`config.mk`:
```
export PLATFORM = sky130hd
export DESIGN_NAME = uart_rx_engine
export DESIGN_NICKNAME = d
export VERILOG_FILES = /design/src/rtl/uart_pkg.sv /design/src/rtl/uart_rx_sync.sv /design/src/rtl/uart_rx_engine.sv
export SDC_FILE = /design/constraint.sdc
export NUM_CORES = 1
export LEC_CHECK = 0
export BUFFER_PORTS_ARGS = -buffer_cell sky130_fd_sc_hd__buf_4
export CAP_MARGIN = 10
export CORE_ASPECT_RATIO = 2
export CORE_MARGIN = 5
export CORE_UTILIZATION = 45
export DETAILED_ROUTE_END_ITERATION = 10
export PLACE_DENSITY = 0.74
export SLEW_MARGIN = 15
export SYNTH_ARGS = -nofsm -noshare
export SYNTH_HDL_FRONTEND = slang
export SYNTH_SLANG_ARGS = --single-unit
```
`constraint.sdc`:
```
create_clock -name clk_i -period 2.88 [get_ports clk_i]
set_clock_uncertainty 0.2 [all_clocks]
set_input_delay 0.288 -clock clk_i [delete_from_list [all_inputs] [get_ports clk_i]]
set_output_delay 0.288 -clock clk_i [all_outputs]
set_load 0.1 [all_outputs]
```
`src/rtl/uart_pkg.sv`:
```
// Shared UART definitions: RX FSM state encoding, minimum bit period and parity modes.
// Used by the RX engine, the register block and the TX engine.
package uart_pkg;

    localparam int unsigned UART_MIN_PERIOD = 4;

    typedef enum logic [2:0] {
        RX_IDLE   = 3'd0,
        RX_START  = 3'd1,
        RX_DATA   = 3'd2,
        RX_PARITY = 3'd3,
        RX_STOP   = 3'd4
    } uart_rx_state_e;

    typedef enum logic {
        PARITY_NONE = 1'b0,
        PARITY_EVEN = 1'b1
    } uart_parity_e;

    function automatic logic [15:0] clamp_period(input logic [15:0] period,
                                                 input logic [15:0] min_period);
        return (period < min_period) ? min_period : period;
    endfunction

endpackage

```
`src/rtl/uart_rx_sync.sv`:
```
// Metastability synchronizer for the asynchronous rx line plus a falling-edge detect on the
// synchronized value. The line idles high, so every stage powers up and resets to 1.
module uart_rx_sync #(
    parameter int unsigned SYNC_STAGES = 2
) (
    input  logic clk_i,
    input  logic rst_i,
    input  logic rx_i,
    output logic rx_s_o,
    output logic fall_s_o
);

    logic [SYNC_STAGES-1:0] sync_q;
    logic                   prev_q;

    // NOTE: sequential state uses non-blocking assignments so every flop samples pre-edge values.
    always_ff @(posedge clk_i or posedge rst_i) begin
        if (rst_i) begin
            sync_q <= '1;
            prev_q <= 1'b1;
        end else begin
            sync_q <= {sync_q[SYNC_STAGES-2:0], rx_i};
            prev_q <= sync_q[SYNC_STAGES-1];
        end
    end

    assign rx_s_o   = sync_q[SYNC_STAGES-1];
    assign fall_s_o = prev_q & ~sync_q[SYNC_STAGES-1];

endmodule

```
`src/rtl/uart_rx_engine.sv`:
```
// UART receive sequencer: start/data/parity/stop FSM with a per-frame latched configuration,
// delivering one byte plus parity/frame/overrun status to the register block.
module uart_rx_engine
    import uart_pkg::*;
#(
    parameter int unsigned MIN_PERIOD  = UART_MIN_PERIOD,
    parameter int unsigned SYNC_STAGES = 2
) (
    input  logic        clk_i,
    input  logic        rst_i,
    input  logic        rx_i,
    input  logic [15:0] cfg_period_i,
    input  logic        cfg_parity_en_i,
    input  logic        cfg_stop2_i,
    input  logic        rx_ack_i,
    output logic [7:0]  rx_data_o,
    output logic        rx_valid_o,
    output logic        busy_o,
    output logic        parity_err_o,
    output logic        frame_err_o,
    output logic        overrun_o
);

    localparam logic [15:0] MinPeriod = 16'(MIN_PERIOD);

    logic rx_s;
    logic fall_s;

    uart_rx_sync #(
        .SYNC_STAGES(SYNC_STAGES)
    ) u_sync (
        .clk_i   (clk_i),
        .rst_i   (rst_i),
        .rx_i    (rx_i),
        .rx_s_o  (rx_s),
        .fall_s_o(fall_s)
    );

    uart_rx_state_e state_q, state_d;
    logic [15:0]    cnt_q, cnt_d;
    logic [15:0]    period_q, period_d;
    uart_parity_e   parity_q, parity_d;
    logic           stop2_q, stop2_d;
    logic [2:0]     bit_cnt_q, bit_cnt_d;
    logic [7:0]     shift_q, shift_d;
    logic           par_err_q, par_err_d;
    logic           frame_err_q, frame_err_d;
    logic           done_q, done_d;

    logic [7:0]     data_q, data_d;
    logic           valid_q, valid_d;
    logic           perr_q, perr_d;
    logic           ferr_q, ferr_d;
    logic           ovr_q, ovr_d;

    logic [15:0]    period_eff;
    logic           sample;

    assign period_eff = clamp_period(cfg_period_i, MinPeriod);
    assign sample     = (cnt_q == 16'd1);

    always_ff @(posedge clk_i or posedge rst_i) begin
        if (rst_i) begin
            state_q <= RX_IDLE;
        end else begin
            state_q <= state_d;
        end
    end

    always_comb begin
        // NOTE: every _d defaults to its hold value first, so no branch can infer a latch.
        state_d     = state_q;
        cnt_d       = cnt_q;
        period_d    = period_q;
        parity_d    = parity_q;
        stop2_d     = stop2_q;
        bit_cnt_d   = bit_cnt_q;
        shift_d     = shift_q;
        par_err_d   = par_err_q;
        frame_err_d = frame_err_q;
        done_d      = 1'b0;
        data_d      = data_q;
        valid_d     = valid_q;
        perr_d      = perr_q;
        ferr_d      = ferr_q;
        ovr_d       = ovr_q;

        if (state_q != RX_IDLE && !sample) begin
            cnt_d = cnt_q - 16'd1;
        end

        case (state_q)
            RX_IDLE: begin
                if (fall_s) begin
                    state_d     = RX_START;
                    period_d    = period_eff;
                    cnt_d       = period_eff >> 1;
                    parity_d    = cfg_parity_en_i ? PARITY_EVEN : PARITY_NONE;
                    stop2_d     = cfg_stop2_i;
                    bit_cnt_d   = 3'd0;
                    par_err_d   = 1'b0;
                    frame_err_d = 1'b0;
                end
            end
            RX_START: begin
                if (sample) begin
                    // A high line at mid-start is a glitch: drop back silently.
                    state_d = rx_s ? RX_IDLE : RX_DATA;
                    cnt_d   = period_q;
                end
            end
            RX_DATA: begin
                if (sample) begin
                    shift_d   = {rx_s, shift_q[7:1]};
                    cnt_d     = period_q;
                    bit_cnt_d = bit_cnt_q + 3'd1;
                    if (bit_cnt_q == 3'd7) begin
                        state_d = (parity_q == PARITY_EVEN) ? RX_PARITY : RX_STOP;
                    end
                end
            end
            RX_PARITY: begin
                if (sample) begin
                    par_err_d = (^shift_q) ^ rx_s;
                    cnt_d     = period_q;
                    state_d   = RX_STOP;
                end
            end
            RX_STOP: begin
                if (sample) begin
                    frame_err_d = frame_err_q | ~rx_s;
                    // bit_cnt wrapped to 0 after the data bits; reuse it to count stop bits.
                    if (stop2_q && bit_cnt_q == 3'd0) begin
                        bit_cnt_d = 3'd1;
                        cnt_d     = period_q;
                    end else begin
                        state_d = RX_IDLE;
                        done_d  = 1'b1;
                    end
                end
            end
            default: state_d = RX_IDLE;
        endcase

        // Completion beats a coincident ack; the ack only suppresses the overrun.
        if (done_q) begin
            data_d  = shift_q;
            valid_d = 1'b1;
            perr_d  = par_err_q;
            ferr_d  = frame_err_q;
            ovr_d   = ~rx_ack_i & (ovr_q | valid_q);
        end else if (rx_ack_i) begin
            valid_d = 1'b0;
            perr_d  = 1'b0;
            ferr_d  = 1'b0;
            ovr_d   = 1'b0;
        end
    end

    always_ff @(posedge clk_i or posedge rst_i) begin
        if (rst_i) begin
            cnt_q       <= '0;
            period_q    <= MinPeriod;
            parity_q    <= PARITY_NONE;
            stop2_q     <= 1'b0;
            bit_cnt_q   <= '0;
            shift_q     <= '0;
            par_err_q   <= 1'b0;
            frame_err_q <= 1'b0;
            done_q      <= 1'b0;
            data_q      <= '0;
            valid_q     <= 1'b0;
            perr_q      <= 1'b0;
            ferr_q      <= 1'b0;
            ovr_q       <= 1'b0;
        end else begin
            cnt_q       <= cnt_d;
            period_q    <= period_d;
            parity_q    <= parity_d;
            stop2_q     <= stop2_d;
            bit_cnt_q   <= bit_cnt_d;
            shift_q     <= shift_d;
            par_err_q   <= par_err_d;
            frame_err_q <= frame_err_d;
            done_q      <= done_d;
            data_q      <= data_d;
            valid_q     <= valid_d;
            perr_q      <= perr_d;
            ferr_q      <= ferr_d;
            ovr_q       <= ovr_d;
        end
    end

    assign rx_data_o    = data_q;
    assign rx_valid_o   = valid_q;
    assign busy_o       = (state_q != RX_IDLE);
    assign parity_err_o = perr_q;
    assign frame_err_o  = ferr_q;
    assign overrun_o    = ovr_q;

endmodule

```
==> results of run 1 <==
==> power by group through the flow <==
stage	Sequential (mW)	Combinational [mW]	Clock [mW]
after floorplan	1.35	0.609	0
after global placement	1.40	0.746	0
after detailed placement	1.42	0.760	0
after CTS	1.40	0.786	1.23
after global routing	1.44	0.885	1.27
final	1.41	0.785	1.21
==> area by class of cell <==
type / count / share of cell area
Clock buffer: 10 / 0.0577
Clock inverter: 6 / 0.0229
Inverter: 10 / 0.00936
Multi-Input combinational cell: 235 / 0.367
Sequential cell: 66 / 0.400
Tap cell: 92 / 0.0278
Timing Repair Buffer: 57 / 0.115
==> metal layers <==
metal,GRT usage,vias to the layer above,share of wire
li1,-,1247,-
met1,0.199,1244,0.42
met2,0.275,68,0.50
met3,0.0306,19,0.044
met4,0.0959,0,0.033
met5,0,-,0
==> what timing repair did <==
action,in CTS,in global routing
resized for setup,0,0
hold endpoints to repair,44,0
hold buffers,15,0
setup buffers,0,0
endpoints found under the setup margin,0,0
==> worst min-delay path by stage <==
| stage | slack [ns] | depth (start not counted) | endpoint | start |
|---|---|---|---|---|
| finish | 0.006 | 3 | period_q[11] | cfg_period_i[11] |
| global route | 0.04 | 3 | period_q[12] | cfg_period_i[12] |
| CTS | 0.006 | 3 | period_q[11] | cfg_period_i[11] |
| detailed placement | 0.15 | 0 | u_sync.sync_q[1] | u_sync.sync_q[0] |
| global placement | 0.15 | 0 | u_sync.sync_q[1] | u_sync.sync_q[0] |
| floorplan | 0.09 | 0 | u_sync.sync_q[0] | rx_i |
==> cells in the mapped netlist (2+ instances only) <==
master	instances	area, um2
inv_1	9	33.8
o21ai_1	3	15.0
o21ai_0	14	70.1
o211ai_1	6	45.0
dfstp_2	4	105
mux2i_1	5	50.1
nand2_1	66	248
xnor2_1	9	78.8
or2_2	3	18.8
a21oi_1	7	35.0
a21o_1	4	30.0
clkbuf_1	8	30.0
or4_1	2	15.0
nand3_1	6	30.0
xor2_1	8	70.1
nor4_1	4	25.0
nor3_1	9	45.0
ha_1	5	62.6
and3_1	2	12.5
nand4_1	6	37.5
a22oi_1	7	52.6
nor2_1	18	67.6
mux2_2	19	214
nor2b_1	3	18.8
dfrtp_1	62	1550
nand2b_1	4	25.0
o31ai_1	3	22.5
a31oi_1	4	25.0
buf_2	4	20.0
==> sequential cells by signal, indices dropped and copies added, names as in the netlist, 2 cells and up <==
register / cells
cnt_q: 16
u_sync.sync_q: 2
state_q: 3
period_q: 16
rx_data_o: 8
shift_q: 8
bit_cnt_q: 3
==> stage by stage <==
step / cell area, um2 / cells
4_1_cts: 4140 / 476
3_5_place_dp: 3660 / 445
6_report: 4140 / 476
3_3_place_gp: 3660 / 445
5_1_grt: 4140 / 476
2_1_floorplan: 3270 / 324
==> logic make-up after synthesis <==
kind of cell	Yosys count	share of synthesized area
simple gates	135	0.211
flops	66	0.507
compound gates	54	0.109
mux	24	0.0808
buf+inv	23	0.0279
xor+xnor	17	0.0455
fa+ha+maj	5	0.0191
==> critical path, stage by stage, from the launching register on <==
cell and delay [ns]:
dfrtp_1 0.47, nor4_4 0.51, nand4_1 0.38, o32a_1 0.30
nor2_1 0.19, mux2_2 0.36
==> qor.txt, run 1 <==
First-pass GRT wire length: 12.0 mm
Tightest hold margin: 0.00619 ns
Kind of critical path: flip-flop to flip-flop
Tmin final: 2.52 ns
DR WL/cell: 14.8 um
Die height: 131 um
# IOs: 35
Vias per cell: 5.42
Total Neg Setup Slack: 0 ns
Reg2reg end: bit_cnt_q[0]
Detailed-route DRC error count: 0
Vias in the first global route: 2598
Primary FF master, synth: dfrtp_1
Relative slew slack: 0.548
DR iter-0 viols: 95
Clock share of power: 0.356
Crit end category: flip-flop
Yosys cell types: 49
Antenna cells: 0
Worst vdd ir: 584 uV
Worst setup margin: 0.363 ns
Leakage Power: 1.96 nW
Cells on worst reg2reg path: 5
Routed WL: 7.04 mm
DP HPWL: 5.04 mm
TritonCTS clock tree: done
Count of input and output buffers: 34
CTS buffer count: 9
Most frequent cells in the layout: 66 x nand2_1, 62 x dfrtp_1, 41 x buf_4
Worst slew pin tran: 0.677 ns
Final slew viol count: 0
Clk Latency, worst-skew pair: 0.34 ns
Worst slack, placed: 0.396 ns
Nets: 406
Setup violators final: 0
Crit-path max FO: 8
Crit path DAT: 2.54 ns
Register share of total power: 0.413
Ys Warns: 0
Initial cell density of the core: 0.457
Cell Rows: 44
CTS Root Cell: clkbuf_16
H-tree depth: 3
Number of synthesized flops with an enable pin: 0
Die area: 9170 um2
Antenna viol nets, final: 0
Avg Synthesized Cell Area: 10.1 um2
RSZ-0062 raised after global routing: no
Total power: 3.40 mW
Outcome: complete, no violations
Clock slew at reported path FFs: 0.06 ns
Share of total power in combinational logic: 0.231
Synthesized cell area: 3270 um2
Max Buffers Root-to-Sink: 2
Critical path required time: 2.91 ns
Routability cong.: 0.845
Register area: 1660 um2
Largest net degree at the start of global routing: 36
Maximum clock frequency: 0.397 GHz
Fillers: 625
R2r setup slk: 0.36 ns
Multi-input logic area: 1520 um2
Total iterations of the first detailed-routing run: 4
Seq/Total Area, Yosys: 0.507
Final core occ: 0.579
Min-delay worst type: primary input to flip-flop
Synth Instances: 324
Layout cells sized above 1: 0.253
CP Capture Point: bit_cnt_q[0]
RR Startpoint: cnt_q[8]
Initial antenna violation count: 0
Synthesized net count: 351
Crit start category: flip-flop
Async S/R FF share, synth: 1.00
Gr usage total: 0.165
Yosys reg bits: 66
Grt total ovfl: 0
Core box area: 7160 um2
Pwr/cell area: 821 nW/um2
Maxcap violations: 0
Final hold viol count: 0
Total number of vias: 2578
Most common cell after layout, fill and taps aside: nand2_1
Sw frac: 0.321
Final Cycle Share: 0.874
Area growth syn-to-layout: 26.8%
Worst setup path start: cnt_q[8]
Die Width: 70.3 um
Int Pwr: 2.31 mW
Clk sink count: 66
P_sw: 1.09 mW
Power figures use the tool's default switching activity.
==> run 2, diff against run 1 <==
- CORE_ASPECT_RATIO: 2 -> unset
==> run 2 against run 1 <==
Compared with the run above:
- maximum frequency up 3.8%
- combinational power up 2%
- count of clock-buffer cells in the layout up 3
- sequential power about the same
- core utilization down 1.2 points
- critical path depth down 2
- flip-flop and latch count unchanged
- non-clock buffer count up 6
- highest routed layer unchanged
- die area down 1.1%
- hold slack better by 0.018 ns
- clock power down 35%
==> qor.txt, run 2 (synthesis gave the netlist of run 1 again) <==
Outcome: complete, no violations
Pwr/cell area: 734 nW/um2
Largest registers: cnt_q x16, period_q x16
Cell Rows: 31
Layout Cells excl Fill: 489
Total iterations of the first detailed-routing run: 4
P_sw: 1.01 mW
Most common cell after layout, fill and taps aside: nand2_1
RR Startpoint: state_q[2]
Worst slew pin tran: 0.580 ns
CTS buffer count: 9
Detailed-route DRC error count: 0
Area growth syn-to-layout: 24.5%
Inst Count DP: 455
Clk Latency, worst-skew pair: 0.34 ns
Tmin final: 2.43 ns
Sw frac: 0.339
Register share of total power: 0.471
RSZ-0062 raised after global routing: no
Nets: 412
DR WL/cell: 14.9 um
Reg2reg end: cnt_q[0]
Worst setup margin: 0.455 ns
Crit-path max FO: 11
Maxcap violations: 0
Vias in the first global route: 2653
Total power: 2.99 mW
DP HPWL: 4.96 mm
Final Cycle Share: 0.842
Crit path DAT: 1.94 ns
Routed WL: 7.30 mm
Clock share of power: 0.262
First-pass GRT wire length: 12.5 mm
Vias per cell: 5.23
Core box area: 7180 um2
Share of total power in combinational logic: 0.267
Worst vdd ir: 412 uV
Initial cell density of the core: 0.456
Final core occ: 0.567
Maximum clock frequency: 0.412 GHz
Die height: 95.2 um
Final slew viol count: 0
Routability cong.: 0.839
Largest net degree at the start of global routing: 41
CP Capture Point: busy_o
Critical path required time: 2.39 ns
Crit start category: flip-flop
Crit end category: primary output
Cells on worst reg2reg path: 7
H-tree depth: 3
Max Buffers Root-to-Sink: 2
Layout cells sized above 1: 0.251
R2r setup slk: 0.46 ns
Die area: 9070 um2
Antenna viol nets, final: 0
CTS Root Cell: clkbuf_8
Count of input and output buffers: 34
Relative slew slack: 0.613
Total Neg Setup Slack: 0 ns
Min-delay worst type: primary input to flip-flop
Antenna cells: 0
Worst setup path start: state_q[2]
Worst slack, placed: 0.521 ns
DR iter-0 viols: 190
Clk sink count: 66
Int Pwr: 1.98 mW
Setup violators final: 0
Total number of vias: 2558
Most frequent cells in the layout: 66 x nand2_1, 62 x dfrtp_1, 44 x buf_4
# IOs: 35
Final hold viol count: 0
Grt total ovfl: 0
Clock slew at reported path FFs: 0.07 ns
Kind of critical path: flip-flop to primary output
TritonCTS clock tree: done
Initial antenna violation count: 0
PostCTS Resize Cnt: 0
Gr usage total: 0.181
Leakage Power: 1.93 nW
Die Width: 95.2 um
run 2: cell types whose count changed in the layout (fill, tap and decap cells not counted):
cell / change
clkbuf_1: +2
clkbuf_16: -9
dlygate4sd3_1: +3
clkinv_4: -1
clkbuf_8: +10
buf_4: +3
bufinv_16: -1
clkinv_2: +2
inv_6: -3
run 2: layout make-up:
| cell class | count | area [um2] |
|---|---|---|
| Clock buffer | 13 | 159 |
| Clock inverter | 3 | 40.0 |
| Fill cell | 620 | 3110 |
| Inverter | 10 | 38.8 |
| Multi-Input combinational cell | 235 | 1520 |
| Sequential cell | 66 | 1660 |
| Tap cell | 99 | 124 |
| Timing Repair Buffer | 63 | 531 |
run 2: worst max-delay path: stages, from the launching register on:
cell and delay, ns:
dfrtp_1 0.50, nor3_2 0.54, clkinv_2 0.26, buf_4 0.30
run 2: worst min-delay path by stage:
stage / start / to / slack, ns / cells after the start
after CTS: cfg_period_i[15] / period_q[15] / 0.01 / 3
after detailed placement: u_sync.sync_q[0] / u_sync.sync_q[1] / 0.15 / 0
after floorplan: rx_i / u_sync.sync_q[0] / 0.09 / 0
after global routing: cfg_period_i[15] / period_q[15] / 0.03 / 3
after global placement: u_sync.sync_q[0] / u_sync.sync_q[1] / 0.15 / 0
final: cfg_period_i[15] / period_q[15] / 0.02 / 3
run 2: metal layers:
layer,part of all wire,track usage,routed length (um),vias up
li1,-,-,-,1263
met1,0.45,0.239,3300,1216
met5,0,0,0,-
met2,0.48,0.271,3520,68
met3,0.045,0.0458,325,11
met4,0.021,0.0998,151,0
run 2: power groups by stage:
stage	sequential, mW	clock (mW)	combinational, mW
after floorplan	1.35	0	0.609
after global placement	1.40	0	0.752
after detailed placement	1.42	0	0.773
after CTS	1.40	0.795	0.798
after global routing	1.44	0.841	0.908
final	1.41	0.781	0.799
run 2: what timing repair did:
action	in CTS	in global routing
endpoints found under the hold margin	48	0
buffers inserted	0	0
hold buffers	18	0
run 2: stage by stage:
step	instance area, um2	hold slack, ns
after floorplan	3270	0.0925
after global placement	3690	0.149
after detailed placement	3690	0.148
after CTS	4070	0.00980
after global routing	4070	0.0267
final	4070	0.0247
==> run 3, diff against run 2 <==
- ABC_AREA: unset -> 1
- PLACE_DENSITY: 0.74 -> 0.73
- clock period: 2.88 -> 2.5 ns (I/O delays scaled with it)
==> run 3 against run 2 <==
Compared with the run above:
- global-route usage is 2.0 points lower
- setup slack better by 0.091 ns
- non-clock buffer count is 6 lower
- final area is 7.2% higher
- combinational power grew to 2.6 times the previous value
- highest routed layer unchanged
==> qor.txt, run 3 <==
Total iterations of the first detailed-routing run: 4
Most common cell after layout, fill and taps aside: nand2_1
Maxcap violations: 0
Area growth syn-to-layout: 21.4%
Layout cells sized above 1: 0.231
R2r setup slk: 0.55 ns
Most frequent cells in the layout: 110 x nand2_1, 62 x dfrtp_1, 39 x inv_1
DR WL/cell: 12.8 um
Yosys reg bits: 66
Synth area leader: dfrtp_1
DP HPWL: 5.24 mm
Critical path required time: 2.53 ns
Grt total ovfl: 0
Synth Instances: 413
Setup violators final: 0
RR Startpoint: cnt_q[6]
Worst slack, placed: 0.559 ns
Vias per cell: 4.96
Clock slew at reported path FFs: 0.08 ns
Leakage Power: 2.11 nW
Async S/R FF share, synth: 1.00
Antenna viol nets, final: 0
Worst vdd ir: 579 uV
Clk Latency, worst-skew pair: 0.35 ns
Yosys cell types: 44
Relative slew slack: 0.608
Final Cycle Share: 0.782
Largest registers: cnt_q x16, period_q x16
Reg2reg end: cnt_q[4]
Final core occ: 0.562
Gr usage total: 0.161
Primary FF master, synth: dfrtp_1
Synthesized net count: 440
Die area: 9880 um2
Outcome: complete, no violations
Die height: 99.4 um
Pwr/cell area: 1080 nW/um2
Clk sink count: 66
Ys Warns: 0
# IOs: 35
Worst setup margin: 0.546 ns
Cells on worst reg2reg path: 9
Antenna cells: 0
Maximum clock frequency: 0.512 GHz
Most frequent cell after synthesis: nand2_1
Detailed-route DRC error count: 0
TritonCTS clock tree: done
Die Width: 99.4 um
Crit end category: flip-flop
Initial cell density of the core: 0.463
Crit-path max FO: 15
Final hold viol count: 0
Fillers: 705
CTS buffer count: 9
Cell Rows: 32
First-pass GRT wire length: 12.9 mm
Top post-synthesis cells by count: 110 x nand2_1, 62 x dfrtp_1, 40 x inv_1
Main area contributors after synthesis: dfrtp_1 43%, nand2_1 11%, inv_1 4.2%
Min-Delay Endpoint: cnt_q[0]
RSZ-0062 raised after global routing: no
Routed WL: 7.39 mm
Total number of vias: 2864
Max Buffers Root-to-Sink: 2
Synthesized cell area: 3600 um2
Nets: 498
Number of synthesized flops with an enable pin: 0
Total Neg Setup Slack: 0 ns
Hold Crit Start: cfg_period_i[1]
Kind of critical path: flip-flop to flip-flop
Largest net degree at the start of global routing: 30
Top cell type's share of synthesized area: 0.431
Avg Synthesized Cell Area: 8.71 um2
Min-delay worst type: primary input to flip-flop
Crit path DAT: 1.98 ns
Final slew viol count: 0
Routability cong.: 0.866
Tmin final: 1.95 ns
H-tree depth: 3
Hold depth: 3
Vias in the first global route: 2766
Count of input and output buffers: 34
Worst slew pin tran: 0.587 ns
Seq/Total Area, Yosys: 0.461
Initial antenna violation count: 0
Crit start category: flip-flop
CTS Root Cell: clkbuf_8
Core box area: 7770 um2
PostCTS Resize Cnt: 0
DR iter-0 viols: 127
run 3: cell count changes in the layout (fill, tap and decap cells not counted), sizes merged, moves of 7 or more:
cell	delta
nor2	+23
mux2	-9
inv	+41
nand3	+19
buf	-7
nand2	+50
o21ai	+19
run 3: timing repair:
action                                 4_1_cts  5_1_grt
endpoints found under the hold margin       55        0
hold buffers                                19        0
setup buffers                                0        0
run 3: worst max-delay path by stage:
stage               start  slack [ns]  depth (start not counted)            to
2_1_floorplan       rst_i        0.40                          1  bit_cnt_q[0]
3_3_place_gp   state_q[1]        0.58                          7  period_q[14]
3_5_place_dp   state_q[1]        0.56                          7  period_q[14]
4_1_cts        state_q[1]        0.56                          7  period_q[14]
5_1_grt          cnt_q[6]        0.44                          8      cnt_q[7]
6_report         cnt_q[6]        0.55                          9      cnt_q[4]
run 3: per-layer routing:
metal	vias up	routed length, um	track usage
met2	66	3440	0.252
met4	0	114	0.0599
met1	1348	3500	0.220
met3	9	332	0.0337
met5	-	0	0
li1	1441	-	-
run 3: stage by stage:
stage | power, mW | instances | hold slack, ns | cell area, um2
final | 4.71 | 578 | 0.0205 | 4360
after global placement | 3.62 | 543 | 0.149 | 3950
after detailed placement | 3.68 | 543 | 0.147 | 3950
after CTS | 4.73 | 578 | 0.00165 | 4360
after global routing | 5.09 | 578 | 0.0433 | 4360
after floorplan | 3.34 | 413 | 0.0545 | 3600
run 3: worst max-delay path, stage by stage, from the launching register on:
cell     delay (ns)
dfrtp_1        0.42
nor2_1         0.20
nand2_2        0.13
nor2_4         0.12
nand2_4        0.09
nand2_4        0.16
inv_2          0.13
or2_1          0.24
nand3_2        0.07
nand3_1        0.06
run 3: power breakdown:
part	internal [mW]	switching, mW	total (mW)
clock network	0.590	0.418	1.01
registers	1.39	0.266	1.66
logic	0.740	1.31	2.04
total	2.72	1.99	4.71
run 3: area by class of cell:
type / instances / area [um2] / area share
clock buffers: 10 / 138 / 0.0315
clock inverters: 6 / 90.1 / 0.0206
inverters: 50 / 193 / 0.0442
multi-input cells: 287 / 1670 / 0.383
flip-flops and latches: 66 / 1660 / 0.380
well taps: 102 / 128 / 0.0292
repair buffers: 57 / 488 / 0.112
run 3: cells by family after synthesis:
group | share of synthesized area
xor+xnor | 0.0317
compound gates | 0.118
fa+ha+maj | 0.0174
mux | 0.0313
simple gates | 0.266
buf+inv | 0.0745
flops | 0.461
